### src/rtl/pifo_pkg.sv
// Shared types and rank compare for the register PIFO.
// Define PIFO_RANK_WRAP_EN for serial-number (wrapping) rank order.
package pifo_pkg;
  localparam int RANK_WIDTH = 16;
  localparam int META_WIDTH = 16;

  typedef struct packed {
    logic                  vld;
    logic [RANK_WIDTH-1:0] rank;
    logic [META_WIDTH-1:0] meta;
  } entry_t;

  function automatic logic rank_gt(
    input logic [RANK_WIDTH-1:0] a,
    input logic [RANK_WIDTH-1:0] b
  );
`ifdef PIFO_RANK_WRAP_EN
    logic [RANK_WIDTH-1:0] d;
    d = a - b;
    return (d != '0) && !d[RANK_WIDTH-1];
`else
    return a > b;
`endif
  endfunction
endpackage

### src/rtl/pifo_sorted_reg_if.sv
// Ingress pull / egress head bundle of the register PIFO.
// Master is the surrounding logic, slave is the PIFO.
interface pifo_sorted_reg_if #(
  parameter int RANK_WIDTH = 16,
  parameter int META_WIDTH = 16,
  parameter int CNT_WIDTH  = 5
);
  logic                  in_valid;
  logic [RANK_WIDTH-1:0] in_rank;
  logic [META_WIDTH-1:0] in_meta;
  logic                  in_pop;
  logic                  out_valid;
  logic [RANK_WIDTH-1:0] out_rank;
  logic [META_WIDTH-1:0] out_meta;
  logic                  out_pop;
  logic [CNT_WIDTH-1:0]  count;
  logic                  full;

  modport master (
    output in_valid, in_rank, in_meta, out_pop,
    input  in_pop, out_valid, out_rank, out_meta,
    input  count, full
  );

  modport slave (
    input  in_valid, in_rank, in_meta, out_pop,
    output in_pop, out_valid, out_rank, out_meta,
    output count, full
  );
endinterface

### src/rtl/pifo_cell.sv
// One PIFO slot: hold, shift toward head, shift toward tail, or load new.
// o_gt flags that the new entry belongs at or before this slot.
module pifo_cell
  import pifo_pkg::*;
(
  input  logic   clk,
  input  logic   rst,
  input  logic   i_ins,
  input  logic   i_pop,
  input  logic   i_sel,
  input  logic   i_past,
  input  entry_t i_new,
  input  entry_t i_upper,
  input  entry_t i_lower,
  output entry_t o_ent,
  output logic   o_gt
);
  entry_t r_ent;
  entry_t w_nxt;

  assign o_ent = r_ent;
  assign o_gt  = !r_ent.vld
               || rank_gt(r_ent.rank, i_new.rank);

  // With a pop, "past" means this slot sits after the new entry
  // in the post-pop view and so keeps its current occupant.
  always_comb begin
    w_nxt = r_ent;
    unique case ({i_ins, i_pop})
      2'b10: begin
        if (i_sel)       w_nxt = i_new;
        else if (i_past) w_nxt = i_upper;
      end
      2'b11: begin
        if (i_sel)        w_nxt = i_new;
        else if (!i_past) w_nxt = i_lower;
      end
      2'b01:   w_nxt = i_lower;
      default: w_nxt = r_ent;
    endcase
  end

  always_ff @(posedge clk or posedge rst) begin
    if (rst) r_ent <= '0;
    else     r_ent <= w_nxt;
  end
endmodule

### src/rtl/pifo_sorted_reg.sv
// Register PIFO: DEPTH sorted slots, lowest rank presented at slot 0.
// Rank order is wrapping when PIFO_RANK_WRAP_EN is defined.
module pifo_sorted_reg
  import pifo_pkg::*;
#(
  parameter int DEPTH      = 16,
  parameter int RANK_WIDTH = pifo_pkg::RANK_WIDTH,
  parameter int META_WIDTH = pifo_pkg::META_WIDTH,
  parameter int CNT_WIDTH  = 5
) (
  input logic               clk,
  input logic               rst,
  pifo_sorted_reg_if.slave  io_bus
);
  entry_t               w_ent [DEPTH+1];
  logic [DEPTH:0]       w_gt;
  logic [DEPTH-1:0]     w_sel;
  logic [DEPTH-1:0]     w_past;
  entry_t               w_new;
  logic                 w_pop;
  logic                 w_ins;
  logic                 w_full;
  logic [CNT_WIDTH-1:0] r_count;

  assign w_ent[DEPTH] = '0;
  assign w_gt[DEPTH]  = 1'b1;

  assign w_new.vld  = 1'b1;
  assign w_new.rank = io_bus.in_rank;
  assign w_new.meta = io_bus.in_meta;

  assign w_full = (r_count == CNT_WIDTH'(DEPTH));
  assign w_pop  = io_bus.out_pop & w_ent[0].vld;
  assign w_ins  = !rst & io_bus.in_valid
                & (!w_full | w_pop);

  // On pop the insertion point is found in the view shifted by one.
  for (genvar i = 0; i < DEPTH; i++) begin : g_cell
    if (i == 0) begin : g_head
      assign w_past[i] = 1'b0;
      assign w_sel[i]  = w_pop ? w_gt[1] : w_gt[0];
    end else begin : g_body
      assign w_past[i] = w_pop ? w_gt[i] : w_gt[i-1];
      assign w_sel[i]  = w_pop
                       ? (w_gt[i+1] & !w_gt[i])
                       : (w_gt[i] & !w_gt[i-1]);
    end

    pifo_cell u_cell (
      .clk     (clk),
      .rst     (rst),
      .i_ins   (w_ins),
      .i_pop   (w_pop),
      .i_sel   (w_sel[i]),
      .i_past  (w_past[i]),
      .i_new   (w_new),
      .i_upper (w_ent[(i == 0) ? 0 : i-1]),
      .i_lower (w_ent[i+1]),
      .o_ent   (w_ent[i]),
      .o_gt    (w_gt[i])
    );
  end

  always_ff @(posedge clk or posedge rst) begin
    if (rst) begin
      r_count <= '0;
    end else begin
      unique case ({w_ins, w_pop})
        2'b10:   r_count <= r_count + 1'b1;
        2'b01:   r_count <= r_count - 1'b1;
        default: r_count <= r_count;
      endcase
    end
  end

  assign io_bus.in_pop    = w_ins;
  assign io_bus.out_valid = w_ent[0].vld;
  assign io_bus.out_rank  = w_ent[0].rank;
  assign io_bus.out_meta  = w_ent[0].meta;
  assign io_bus.count     = r_count;
  assign io_bus.full      = w_full;
endmodule

### src/flat_wrapper.sv
// flat-port wrapper written by rule: the top's interface ports become plain ports
module pifo_sorted_reg_flat import pifo_pkg::*;
#(
  parameter int DEPTH      = 16,
  parameter int RANK_WIDTH = pifo_pkg::RANK_WIDTH,
  parameter int META_WIDTH = pifo_pkg::META_WIDTH,
  parameter int CNT_WIDTH  = 5
)
  (clk, rst, io_bus_in_valid, io_bus_in_rank, io_bus_in_meta, io_bus_out_pop, io_bus_in_pop, io_bus_out_valid, io_bus_out_rank, io_bus_out_meta, io_bus_count, io_bus_full);
  pifo_sorted_reg_if #(.RANK_WIDTH(RANK_WIDTH), .META_WIDTH(META_WIDTH), .CNT_WIDTH(CNT_WIDTH)) io_bus_i ();
  input logic clk;
  input logic rst;
  input wire logic [$bits(io_bus_i.in_valid)-1:0] io_bus_in_valid;
  input wire logic [$bits(io_bus_i.in_rank)-1:0] io_bus_in_rank;
  input wire logic [$bits(io_bus_i.in_meta)-1:0] io_bus_in_meta;
  input wire logic [$bits(io_bus_i.out_pop)-1:0] io_bus_out_pop;
  output wire logic [$bits(io_bus_i.in_pop)-1:0] io_bus_in_pop;
  output wire logic [$bits(io_bus_i.out_valid)-1:0] io_bus_out_valid;
  output wire logic [$bits(io_bus_i.out_rank)-1:0] io_bus_out_rank;
  output wire logic [$bits(io_bus_i.out_meta)-1:0] io_bus_out_meta;
  output wire logic [$bits(io_bus_i.count)-1:0] io_bus_count;
  output wire logic [$bits(io_bus_i.full)-1:0] io_bus_full;
  assign io_bus_i.in_valid = io_bus_in_valid;
  assign io_bus_i.in_rank = io_bus_in_rank;
  assign io_bus_i.in_meta = io_bus_in_meta;
  assign io_bus_i.out_pop = io_bus_out_pop;
  assign io_bus_in_pop = io_bus_i.in_pop;
  assign io_bus_out_valid = io_bus_i.out_valid;
  assign io_bus_out_rank = io_bus_i.out_rank;
  assign io_bus_out_meta = io_bus_i.out_meta;
  assign io_bus_count = io_bus_i.count;
  assign io_bus_full = io_bus_i.full;
  pifo_sorted_reg #(.DEPTH(DEPTH), .RANK_WIDTH(RANK_WIDTH), .META_WIDTH(META_WIDTH), .CNT_WIDTH(CNT_WIDTH)) u_core (.clk(clk), .rst(rst), .io_bus(io_bus_i));
endmodule
### config.mk
export PLATFORM = sky130hd
export DESIGN_NAME = pifo_sorted_reg_flat
export DESIGN_NICKNAME = d
export VERILOG_FILES = /design/src/rtl/pifo_pkg.sv /design/src/rtl/pifo_sorted_reg_if.sv /design/src/rtl/pifo_cell.sv /design/src/rtl/pifo_sorted_reg.sv /design/src/flat_wrapper.sv
export SDC_FILE = /design/constraint.sdc
export NUM_CORES = 2
export LEC_CHECK = 0
export CORE_MARGIN = 2
export CORE_UTILIZATION = 60
export DETAILED_ROUTE_END_ITERATION = 10
export GPL_ROUTABILITY_DRIVEN = 1
export PLACE_DENSITY_LB_ADDON = 0.1
export SLEW_MARGIN = 5
export SYNTH_ARGS = -nofsm -noshare
export SYNTH_HDL_FRONTEND = slang
export SYNTH_SLANG_ARGS = --single-unit
### constraint.sdc
create_clock -name clk -period 23 [get_ports clk]
set_input_delay 3.45 -clock clk [delete_from_list [all_inputs] [get_ports clk]]
set_output_delay 3.45 -clock clk [all_outputs]
set_load 0.05 [all_outputs]
==> summary.md <==
The flow ran to the end, and the final reports show no timing, DRC or antenna violations. Using the TritonRoute via totals, the vias-per-cell ratio works out to 7.21. The cell area that synthesis handed to floorplanning was 32300 sq um.

Each instance of the synthesized netlist takes up on average 9.42 sq um. The category of the worst setup path capture point was a primary output. After the first detailed-routing iteration, the DRC count stood at 4708. CTS built an H-tree with a depth of 2. Data on the critical path arrives at its endpoint at 5.89 ns. For this run, the leading register cell type out of synthesis is sky130_fd_sc_hd__dfrtp_1.

The clock tree buffer depth was 3. For the overall routed net length, the log shows 100 mm. Setup repair after global routing left no endpoint under its margin. The first TritonRoute pass finished after 10 iterations.

In this run the vertical extent of the chip is 236 um. The max capacitance violation total was 0. In this run the worst path has a maximum fanout of 82. For the finished layout, the period the worst path requires is 9.34 ns.

The share of post-route cells with drive strength above 1 is 6.99%, and the overall track demand over capacity in global routing is 35.4%. The logs give 2.72 mW for the switching power total and 0 for the post-cts repair resize count. Combinational logic burns 49.9% of the power. The number of buffer cells added on primary ports was 75; the total of hold buffers inserted after clock tree synthesis was 0. For this run, the number of standard cells in the final layout without fillers is 4086. The worst hold-check path type was flop to flop. Setup total negative slack on the finished layout was measured at 0 ns.

Critical path startpoint: rst. The number of buffers inserted during clock tree synthesis is 58, and the power per cell area is 166 nW/um^2. The maximum ir drop on the vdd rail was 0.103 mV.

Per report_power, the clock group accounts for 16.4% of the total. For this design, the sink count on the clock tree is 533. By instance count, the cell type seen most on the critical path is sky130_fd_sc_hd__clkdlybuf4s50_1. Routability-driven placement finished with a final weighted congestion of 0.917. The utilization of the core after routing is 66.4%. The count of nets after finishing came out at 3636. In the finished design, the share of the clock period the worst path needs comes to 40.6%.

The critical register-to-register path startpoint is u_core.g_cell[0].u_cell.o_ent[32]. The timing-limited maximum frequency is 107 MHz. The fraction of registers with async set or reset after synthesis came out at 100%. Maximum number of pins on one net before global-route repair: 203. After synthesis, the netlist uses 76 different library cells. The max-slew violation count is 0, and the share of the synthesized area in the top cell type is 41.3%.

The tools report the global route total overflow as 0. The startpoint identified for the worst hold timing path is u_core.g_cell[15].u_cell.o_ent[12]. The largest total area in the synthesized netlist belongs to sky130_fd_sc_hd__dfrtp_1. Data on the critical path is required at its endpoint by 19.55 ns. The critical-path cell with the highest stage delay was sky130_fd_sc_hd__clkdlybuf4s50_1. The kind of start point of the critical path is an input port. The remaining max-slew budget at the tightest pin is 12.7%. The effective utilization at floorplan is 60.4%, and the net switching share of the total power is 46.1%. The tools report the post-route DRC violation count as 0.

For the initial antenna violation count, the log shows 1. Clock-pin slew was measured on the worst setup and hold paths at 0.06 ns. The category of the critical setup timing path is input port to primary output. For this run, the number of Yosys warnings is 0. Measured along the x axis, the die boundary spans 236 um. The run gives 0 as the number of post-CTS setup repair buffers.

For the number of failing hold endpoints at the final stage, the log shows 0. For this design the top-level I/O count stands at 76. The worst hold slack after final layout was 0.487 ns; the area added between synthesis and finish was 9.98%.

The overall power after layout was 5.89 mW; the slew of the pin with the lowest slew margin was 1.31 ns. The number of inserted filler cells in the final layout is 4227. Estimated wirelength of the detail-placed design: 69.5 mm.

For the core footprint, the log shows 53500 sq um. The tools report the die area as 55700 sq um. For the leakage power of the design, the log shows 15.5 nW. The internal power of the cells totals 3.17 mW. Insertion delay of the later-clocked pin in the worst-skew pair: 0.65 ns. Ranked by total cell area, the synthesized netlist is headed by sky130_fd_sc_hd__dfrtp_1, sky130_fd_sc_hd__ha_1, sky130_fd_sc_hd__a222oi_1. Setup violations remaining at the end of the flow were counted as 0. The synthesized instance count is 3432, and the net count of the mapped netlist is 3728. After synthesis, the most frequently instantiated cells are sky130_fd_sc_hd__dfrtp_1, sky130_fd_sc_hd__nor2_1, sky130_fd_sc_hd__nand2_1.

On the worst path, the slowest cell contributes a delay of 0.83 ns. The synthesized design contains 533 register bits. TritonCTS built the clock tree.

The run gives 29500 as the vias after detailed routing. The tools report the number of cells in the design after placement as 3976. In this run the core area contains 85 standard-cell rows.

The via count of the first global-routing pass was 29600. Clock tree synthesis selected as its root buffer the cell sky130_fd_sc_hd__clkbuf_16. Summing the sequential cell areas from Yosys gives 41.3% of the chip area.

The first global-routing pass estimated 161 mm of wire. The number of synthesized flops with an enable pin came out at 0. Traced cell by cell, the critical path runs through clkdlybuf4s50_1 -> inv_8 -> nand2_1 -> buf_4 -> a21oi_1 -> clkdlybuf4s50_1.

The share of total power in sequential cells is 33.7%. The count of antenna-violating nets left after detailed routing is 0, and the average wire per cell in the routed design is 24.5 um. The setup skew after layout was 0.0224 ns. The library cell with the highest instance count after synthesis is sky130_fd_sc_hd__dfrtp_1.
-- layer usage --
layer  track usage [%]  vias up  routed length, um
li1                  -    13000                  -
met1              49.1    14700              41500
met2              55.6     1507              46600
met3              5.32      255               8370
met4              15.4        2               3520
met5                 0        -                 10
-- placed cells by master, fill, tap and decap left out, types with 17 or more instances in the layout --
master	synthesis	layout
sky130_fd_sc_hd__dfrtp_1	533	533
sky130_fd_sc_hd__a222oi_1	252	252
sky130_fd_sc_hd__a221o_1	38	37
sky130_fd_sc_hd__and3_1	17	17
sky130_fd_sc_hd__clkdlybuf4s50_1	0	75
sky130_fd_sc_hd__o221ai_1	34	34
sky130_fd_sc_hd__clkbuf_1	217	17
sky130_fd_sc_hd__nand3_1	33	33
sky130_fd_sc_hd__o21ai_0	161	161
sky130_fd_sc_hd__clkbuf_16	0	59
sky130_fd_sc_hd__nor3_1	30	30
sky130_fd_sc_hd__a31oi_1	102	99
sky130_fd_sc_hd__a21oi_1	234	225
sky130_fd_sc_hd__ha_1	259	259
sky130_fd_sc_hd__nand2_1	276	274
sky130_fd_sc_hd__nor2b_1	18	17
sky130_fd_sc_hd__o31ai_1	38	38
sky130_fd_sc_hd__mux2i_1	133	133
sky130_fd_sc_hd__clkbuf_8	0	19
sky130_fd_sc_hd__nand4_1	53	53
sky130_fd_sc_hd__a22oi_1	129	127
sky130_fd_sc_hd__inv_1	180	179
sky130_fd_sc_hd__o22ai_1	71	65
sky130_fd_sc_hd__nor2_1	289	286
sky130_fd_sc_hd__or3_1	37	37
sky130_fd_sc_hd__buf_4	1	66
sky130_fd_sc_hd__a21o_1	23	23
-- critical path: cells and delay by family --
kind | cells | cell delay, ns
buffers and inverters | 4 | 2.07
AND/OR/NAND/NOR | 1 | 0.17
AO/OA/AOI/OAI | 1 | 0.17
-- metrics by stage --
| step | instance area, sq um | worst slack, ns |
|---|---|---|
| detailed placement | 33500 | 13.63 |
| floorplan | 32300 | 2.15 |
| CTS | 35500 | 13.63 |
| global placement | 33500 | 13.60 |
| global route | 35500 | 13.50 |
| finish | 35500 | 13.66 |
-- kinds of logic (layout without fill, tap and decap cells) --
logic type / count (synthesis) / after routing / synth area share (%)
DFF: 533 / 533 / 41.3
xor gates and xnor gates: 4 / 4 / 0.108
muxes: 144 / 144 / 4.50
buffers and inverters: 474 / 431 / 5.81
AOI/OAI and AO/OA: 1198 / 1198 / 26.8
other: 0 / 1 / 0
and+or+nand+nor: 819 / 819 / 11.4
adders and majority gates: 260 / 260 / 10.1
-- area by class of cell --
cell class | instances | area [sq um] | area share, %
Sequential cell | 533 | 13300 | 37.5
Inverter | 180 | 683 | 1.92
Multi-Input combinational cell | 2425 | 17400 | 49.0
Antenna cell | 1 | 2.50 | 0.00704
Clock inverter | 14 | 175 | 0.493
Tap cell | 696 | 871 | 2.45
Clock buffer | 95 | 1800 | 5.07
Timing Repair Buffer | 142 | 1270 | 3.56
-- sequential cells by signal (all words and copies together) (netlist names) --
register / cells
u_core.io_bus.count: 5
u_core.g_cell.u_cell.o_ent: 528
-- power groups by stage --
stage / clock (mW) / combinational, mW / sequential (mW)
after floorplan: 0 / 2.09 / 1.88
after CTS: 0.976 / 2.88 / 1.96
final: 0.968 / 2.94 / 1.98
after global placement: 0 / 2.70 / 1.96
after detailed placement: 0 / 2.86 / 1.97
after global routing: 1.01 / 3.25 / 2.03
-- path summary, 6_finish.rpt --
check	endpoint	slack, ns	depth (start not counted)
max in group asynchronous	u_core.g_cell[2].u_cell.o_ent[5]	16.47	5
min in group asynchronous	u_core.g_cell[8].u_cell.o_ent[26]	3.34	2
worst max register to register	u_core.g_cell[6].u_cell.o_ent[32]	18.71	7
worst max-delay path	io_bus_in_pop	13.66	6
worst min-delay path	u_core.g_cell[15].u_cell.o_ent[12]	0.49	2
worst min register to register	u_core.g_cell[15].u_cell.o_ent[12]	0.49	2
Note: power is estimated with default switching activity, not from simulation.
